===== src/rtl/rr_arb_pkg.sv =====
// rr_arb_pkg: shared types and sizes for the 4-way round-robin arbiter.
//   state_t : arbiter FSM states (IDLE, GRANT)
//   NREQ    : number of requesters
//   IDX_W   : width of an encoded requester index
package rr_arb_pkg;

  localparam int NREQ  = 4;
  localparam int IDX_W = 2;

  typedef enum logic [0:0] {
    IDLE  = 1'b0,
    GRANT = 1'b1
  } state_t;

endpackage


===== src/rtl/dec2to4.sv =====
// dec2to4: 2-to-4 one-hot decoder with enable.
//   en : when low, y is all zeros
//   a  : 2-bit select
//   y  : one-hot decode of a, gated by en
module dec2to4 (
  input  logic       en,
  input  logic [1:0] a,
  output logic [3:0] y
);

  // One-hot decode of the select, forced to zero when disabled.
  always_comb begin
    y = 4'b0000;
    if (en) begin
      case (a)
        2'd0:    y = 4'b0001;
        2'd1:    y = 4'b0010;
        2'd2:    y = 4'b0100;
        2'd3:    y = 4'b1000;
        default: y = 4'b0000;
      endcase
    end else begin
      y = 4'b0000;
    end
  end

endmodule


===== src/rtl/rr_pick4.sv =====
// rr_pick4: combinational rotate-priority picker.
//   req : request vector
//   ptr : requester with highest priority; priority falls off upward with wrap 3->0
//   any : at least one request is set
//   idx : first set request found scanning from ptr (equals ptr when any=0)
module rr_pick4
  import rr_arb_pkg::*;
(
  input  logic [NREQ-1:0]  req,
  input  logic [IDX_W-1:0] ptr,
  output logic             any,
  output logic [IDX_W-1:0] idx
);

  logic             any_s;
  logic [IDX_W-1:0] idx_s;

  // Scan ptr, ptr+1, ... (mod 4) and keep the first requester that is set.
  always_comb begin
    logic [IDX_W-1:0] cand;
    any_s = 1'b0;
    idx_s = ptr;
    cand  = ptr;
    for (int k = 0; k < NREQ; k++) begin
      cand = ptr + IDX_W'(k);
      if (!any_s && req[cand]) begin
        any_s = 1'b1;
        idx_s = cand;
      end else begin
        any_s = any_s;
      end
    end
  end

  assign any = any_s;
  assign idx = idx_s;

endmodule


===== src/rtl/rr_arbiter4.sv =====
// rr_arbiter4: round-robin arbiter for one 4-slot resource with one-hot select.
//   clk     : clock, rising edge
//   rst     : synchronous active-high reset
//   req     : request vector, bit i = requester i
//   rel     : release pulses; only the current owner's bit is honoured
//   gnt     : one-hot grant, zero when no grant is active
//   gnt_idx : encoded owner, keeps the last owner while gnt_vld=0
//   gnt_vld : a grant is active
//   timeout : one-cycle pulse when a grant is revoked by the hold limit
// A grant always ends with at least one IDLE cycle before the next owner is picked.
module rr_arbiter4
  import rr_arb_pkg::*;
#(
  parameter int MAX_HOLD = 16,
  parameter int CNT_W    = 8
) (
  input  logic             clk,
  input  logic             rst,
  input  logic [NREQ-1:0]  req,
  input  logic [NREQ-1:0]  rel,
  output logic [NREQ-1:0]  gnt,
  output logic [IDX_W-1:0] gnt_idx,
  output logic             gnt_vld,
  output logic             timeout
);

  localparam logic [CNT_W-1:0] HOLD_LAST = CNT_W'(MAX_HOLD - 1);

  state_t           state_r,    state_nxt_s;
  logic [IDX_W-1:0] ptr_r,      ptr_nxt_s;
  logic [CNT_W-1:0] hold_cnt_r, hold_cnt_nxt_s;
  logic [IDX_W-1:0] gnt_idx_r,  gnt_idx_nxt_s;
  logic             gnt_vld_r,  gnt_vld_nxt_s;
  logic             timeout_r,  timeout_nxt_s;

  logic             pick_any_s;
  logic [IDX_W-1:0] pick_idx_s;
  logic             rel_hit_s;
  logic             req_drop_s;
  logic             hold_hit_s;
  logic             exit_s;

  rr_pick4 u_pick (
    .req (req),
    .ptr (ptr_r),
    .any (pick_any_s),
    .idx (pick_idx_s)
  );

  // Owner-side exit causes; a release or request drop takes precedence over the limit.
  assign rel_hit_s  = rel[gnt_idx_r];
  assign req_drop_s = ~req[gnt_idx_r];
  assign hold_hit_s = (hold_cnt_r == HOLD_LAST);
  assign exit_s     = rel_hit_s | req_drop_s | hold_hit_s;

  // State and output registers with synchronous reset.
  always_ff @(posedge clk) begin
    if (rst) begin
      state_r    <= IDLE;
      ptr_r      <= {IDX_W{1'b0}};
      hold_cnt_r <= {CNT_W{1'b0}};
      gnt_idx_r  <= {IDX_W{1'b0}};
      gnt_vld_r  <= 1'b0;
      timeout_r  <= 1'b0;
    end else begin
      state_r    <= state_nxt_s;
      ptr_r      <= ptr_nxt_s;
      hold_cnt_r <= hold_cnt_nxt_s;
      gnt_idx_r  <= gnt_idx_nxt_s;
      gnt_vld_r  <= gnt_vld_nxt_s;
      timeout_r  <= timeout_nxt_s;
    end
  end

  // Next-state decision.
  always_comb begin
    state_nxt_s = state_r;
    case (state_r)
      IDLE: begin
        if (pick_any_s) begin
          state_nxt_s = GRANT;
        end else begin
          state_nxt_s = IDLE;
        end
      end
      GRANT: begin
        if (exit_s) begin
          state_nxt_s = IDLE;
        end else begin
          state_nxt_s = GRANT;
        end
      end
      default: state_nxt_s = IDLE;
    endcase
  end

  // Next values of the registered outputs, pointer and hold counter.
  always_comb begin
    ptr_nxt_s      = ptr_r;
    hold_cnt_nxt_s = hold_cnt_r;
    gnt_idx_nxt_s  = gnt_idx_r;
    gnt_vld_nxt_s  = gnt_vld_r;
    timeout_nxt_s  = 1'b0;
    case (state_r)
      IDLE: begin
        if (pick_any_s) begin
          gnt_idx_nxt_s  = pick_idx_s;
          gnt_vld_nxt_s  = 1'b1;
          hold_cnt_nxt_s = {CNT_W{1'b0}};
        end else begin
          gnt_vld_nxt_s  = 1'b0;
        end
      end
      GRANT: begin
        if (exit_s) begin
          gnt_vld_nxt_s  = 1'b0;
          ptr_nxt_s      = gnt_idx_r + 2'd1;
          hold_cnt_nxt_s = {CNT_W{1'b0}};
          timeout_nxt_s  = hold_hit_s & ~rel_hit_s & ~req_drop_s;
        end else begin
          gnt_vld_nxt_s  = 1'b1;
          if (hold_cnt_r < HOLD_LAST) begin
            hold_cnt_nxt_s = hold_cnt_r + {{(CNT_W-1){1'b0}}, 1'b1};
          end else begin
            hold_cnt_nxt_s = hold_cnt_r;
          end
        end
      end
      default: begin
        gnt_vld_nxt_s = 1'b0;
      end
    endcase
  end

  // gnt is a pure decode of the registered owner, so it can never be multi-hot.
  dec2to4 u_dec (
    .en (gnt_vld_r),
    .a  (gnt_idx_r),
    .y  (gnt)
  );

  assign gnt_idx = gnt_idx_r;
  assign gnt_vld = gnt_vld_r;
  assign timeout = timeout_r;

endmodule


===== config.mk =====
export PLATFORM = sky130hd
export DESIGN_NAME = rr_arbiter4
export DESIGN_NICKNAME = d
export VERILOG_FILES = /design/src/rtl/rr_arb_pkg.sv /design/src/rtl/dec2to4.sv /design/src/rtl/rr_pick4.sv /design/src/rtl/rr_arbiter4.sv
export SDC_FILE = /design/constraint.sdc
export NUM_CORES = 1
export LEC_CHECK = 0
export CAP_MARGIN = 0
export CORE_UTILIZATION = 40
export DETAILED_ROUTE_END_ITERATION = 6
export MAX_ROUTING_LAYER = met4
export PLACE_DENSITY = 0.64
export SYNTH_ARGS = -nofsm -noshare
export SYNTH_HDL_FRONTEND = slang
export SYNTH_SLANG_ARGS = --single-unit

===== constraint.sdc =====
create_clock -name clk -period 1.7 [get_ports clk]
set_input_delay 0.51 -clock clk [delete_from_list [all_inputs] [get_ports clk]]
set_output_delay 0.51 -clock clk [all_outputs]
set_load 0.1 [all_outputs]

==> impl_results.md <==
* Cells on worst reg2reg path at 6
* Number of DRC violations after detailed-routing iteration 0 at 20
* Initial core utilization at 44.5%
* Ports at 18
* Synth unique cells at 31
* Final WS setup at -0.0774 ns
* EDFF count, synth at 0
* Worst Hold Class: flop to flop
* First-pass GRT wire length at ~3500 um
* CP required at between 1 and 1.5 ns
* RR Endpoint: hold_cnt_r[7]
* Top post-synthesis cells by area: dfxtp_1 (35%), ha_1 (7.8%), nor2_1 (5.1%)
* Die Y at around 47 um
* Hold_sp: hold_cnt_r[7]
* Routed WL at around 2300 um
* Skew-Pair Late Insertion Delay at 0.29 ns
* Post-route DRC at 0
* Share of cells above drive strength 1 at between 50% and 60%
* Worst hold path depth at 1
* Failing checks: setup timing
* Port Buffer Count at 17
* Avg Cell Area, Syn at between 8 and 9 um2
* Nets at 150
* Largest area contributor in the netlist: dfxtp_1
* Initial antenna violation count at 0
* Synthesized area at 802 um2
* Vias in the first global route at a little under 800
* CTS H-Tree Depth at 1
* Post-place setup slack at -0.647 ns
* Type of destination of the critical path: primary output
* Total power at roughly 1.0 mW
* Unrepaired setup endpoints after global routing: yes
* Warnings, synthesis at 0
* Clock-pin slew on the worst setup and hold paths at 0.09 ns
* Maximum vdd drop at roughly 0.00055 V
* Slew at the pin closest to its max-slew limit at ~0.44 ns
* Synthesized Nets at 110
* Mean routed wirelength per cell at between 10 and 15 um
* Setup slack, reg-to-reg at around 0.050 ns
* Max Freq at around 0.56 GHz
* CTS Buffer Depth at 2
* Routability congestion estimate at slightly below 0.8
* TritonRoute pass-1 iters at 4
* Pwr/cell area at 717 nW/um2
* Site row count at 15
* Outcome: finished with violations
* Syn-to-layout area delta at 74.9%
* Sequential share of the synthesized area at 34.9%
* Gr usage total at approximately a quarter
* Die area at approximately 2200 um2
* Critical Path AT at 1.27 ns
* Setup Viol. Count Final at 4
* Chip width at 46.8 um
* Yosys reg bits at 14
* Rel. slew slack at a little over two thirds
* # clock sinks at 14
* Min Tclk post-route at roughly 1.8 ns
* Fin crit share at 105%
* Final Hold Fails at 0
* Num CTS Buffers at 3
* Static leakage at around 0.56 nW
* Clk root buf: clkbuf_4
* Vias per inst at 5.52
* Worst Path Max Fanout at 2
* Via count at 878
* # diodes at 0
* Max cap viols at 0
* Ys async rst share at 0%
* Fin. max-slew vios at 0
* Post-synth top flop: dfxtp_1
* CTS tree: built
* Placeable Area at about 1800 um2
* Syn Inst Count at 95
* Pin count of the biggest net entering global routing at 13
* Worst Hold End: hold_cnt_r[7]
* DP Wirelength at around 1500 um
* Yosys top cell area share at between 30% and 40%
* Crit Path Class: flop to primary output
* Remaining Overflow, GRT at 0
* Routed Antenna Nets at 0
* Setup Skew at 0.00791 ns
* Worst R2R Start: hold_cnt_r[7]
* Hold_buf cts at 0
* Worst setup SP type: flop
==> registers in the layout (all words and copies together) (netlist names) <==
name        flops
timeout         1
gnt_vld         1
hold_cnt_r      8
ptr_r           2
gnt_idx         2
==> cells by family (layout without fill, tap and decap cells) <==
kind of cell	after synthesis	in the layout	share of synthesized area, %
compound gates	21	21	18.9
mux	2	2	4.06
fa+ha+maj	5	5	7.80
flops	14	14	34.9
simple gates	45	45	30.0
xor+xnor	1	1	1.09
buf+inv	7	46	3.28
==> cell usage in the layout (no fill, tap or decap), types with 2 or more instances in the layout <==
cell type / count
and2_1: 2
and2_4: 4
buf_12: 8
buf_2: 6
buf_4: 13
buf_6: 7
clkbuf_4: 3
dfxtp_1: 11
dfxtp_4: 3
ha_4: 3
inv_1: 3
inv_4: 2
nand2_1: 5
nand2b_1: 2
nand2b_4: 3
nand3_1: 5
nor2_1: 9
nor2_4: 2
nor3_1: 2
nor3_2: 2
nor4_1: 3
o211ai_1: 2
o21a_1: 4
o21ai_0: 4
o22ai_1: 2
==> layout make-up <==
cell class | instances | area [um2]
sequential | 14 | 292
inverter | 5 | 23.8
multi-input combinational | 74 | 627
tap | 25 | 31.3
timing repair buffer | 37 | 393
fill | 119 | 399
clock buffer | 4 | 36.3
==> worst max-delay path, stage by stage (launching register included) <==
cell,delay [ns]
dfxtp_4,0.36
inv_4,0.06
buf_6,0.10
ha_2,0.15
and2_4,0.14
buf_12,0.16
==> Yosys cell counts (2+ instances only) <==
cell / instances
and2_1: 6
nor4_1: 4
o21a_1: 4
nand2b_1: 5
o21ai_0: 4
dfxtp_1: 14
nand3_1: 5
nand2_1: 6
nor2_1: 11
o211ai_1: 2
o22ai_1: 2
inv_1: 4
nor3_1: 4
clkbuf_1: 2
ha_1: 5
or4_1: 2
==> report_power, final <==
part	total (mW)	internal [mW]	switching, mW	leakage [nW]
Combinational	0.391	0.179	0.212	0.420
Clock	0.243	0.131	0.113	0.0210
Sequential	0.371	0.343	0.0280	0.116
Total	1.01	0.652	0.353	0.557
==> layer usage <==
metal	routed length (um)	vias to the layer above	global-route usage, %	part of all wire [%]
met5	0	-	-	0
met4	53	0	14.3	2.3
met3	148	6	5.38	6.3
met2	1240	35	35.6	53
met1	895	414	30.1	38
li1	-	423	-	-
==> timing repair <==
item                                    CTS  global route
setup buffers                             6             1
pin swaps                                 3             4
endpoints found under the setup margin   17            16
cloned                                    0             0
resized for setup                        41            17
==> worst max path at each step <==
| stage | from | endpoint | slack [ns] | cells past startpoint |
|---|---|---|---|---|
| after CTS | gnt_idx[1] | gnt[0] | -0.07 | 5 |
| after global routing | gnt_idx[1] | gnt[1] | -0.13 | 5 |
| after detailed placement | req[0] | hold_cnt_r[3] | -0.65 | 6 |
| final | gnt_idx[1] | gnt[1] | -0.08 | 5 |
| after global placement | req[0] | hold_cnt_r[3] | -0.62 | 6 |
| after floorplan | rel[0] | hold_cnt_r[3] | -0.11 | 5 |
==> stage by stage <==
step / utilization, % / area (um2) / TNS, ns / std cells / hold WS, ns
2_1_floorplan: - / 832 / -0.554 / 95 / 0.455
4_1_cts: 74.4 / 1340 / -0.193 / 158 / 0.500
5_1_grt: 77.8 / 1400 / -0.452 / 159 / 0.523
6_report: 77.8 / 1400 / -0.213 / 159 / 0.503
3_3_place_gp: 66.7 / 1200 / -6.90 / 148 / 0.471
3_5_place_dp: 66.7 / 1200 / -7.37 / 148 / 0.479
(Power assumes the default switching activity.)
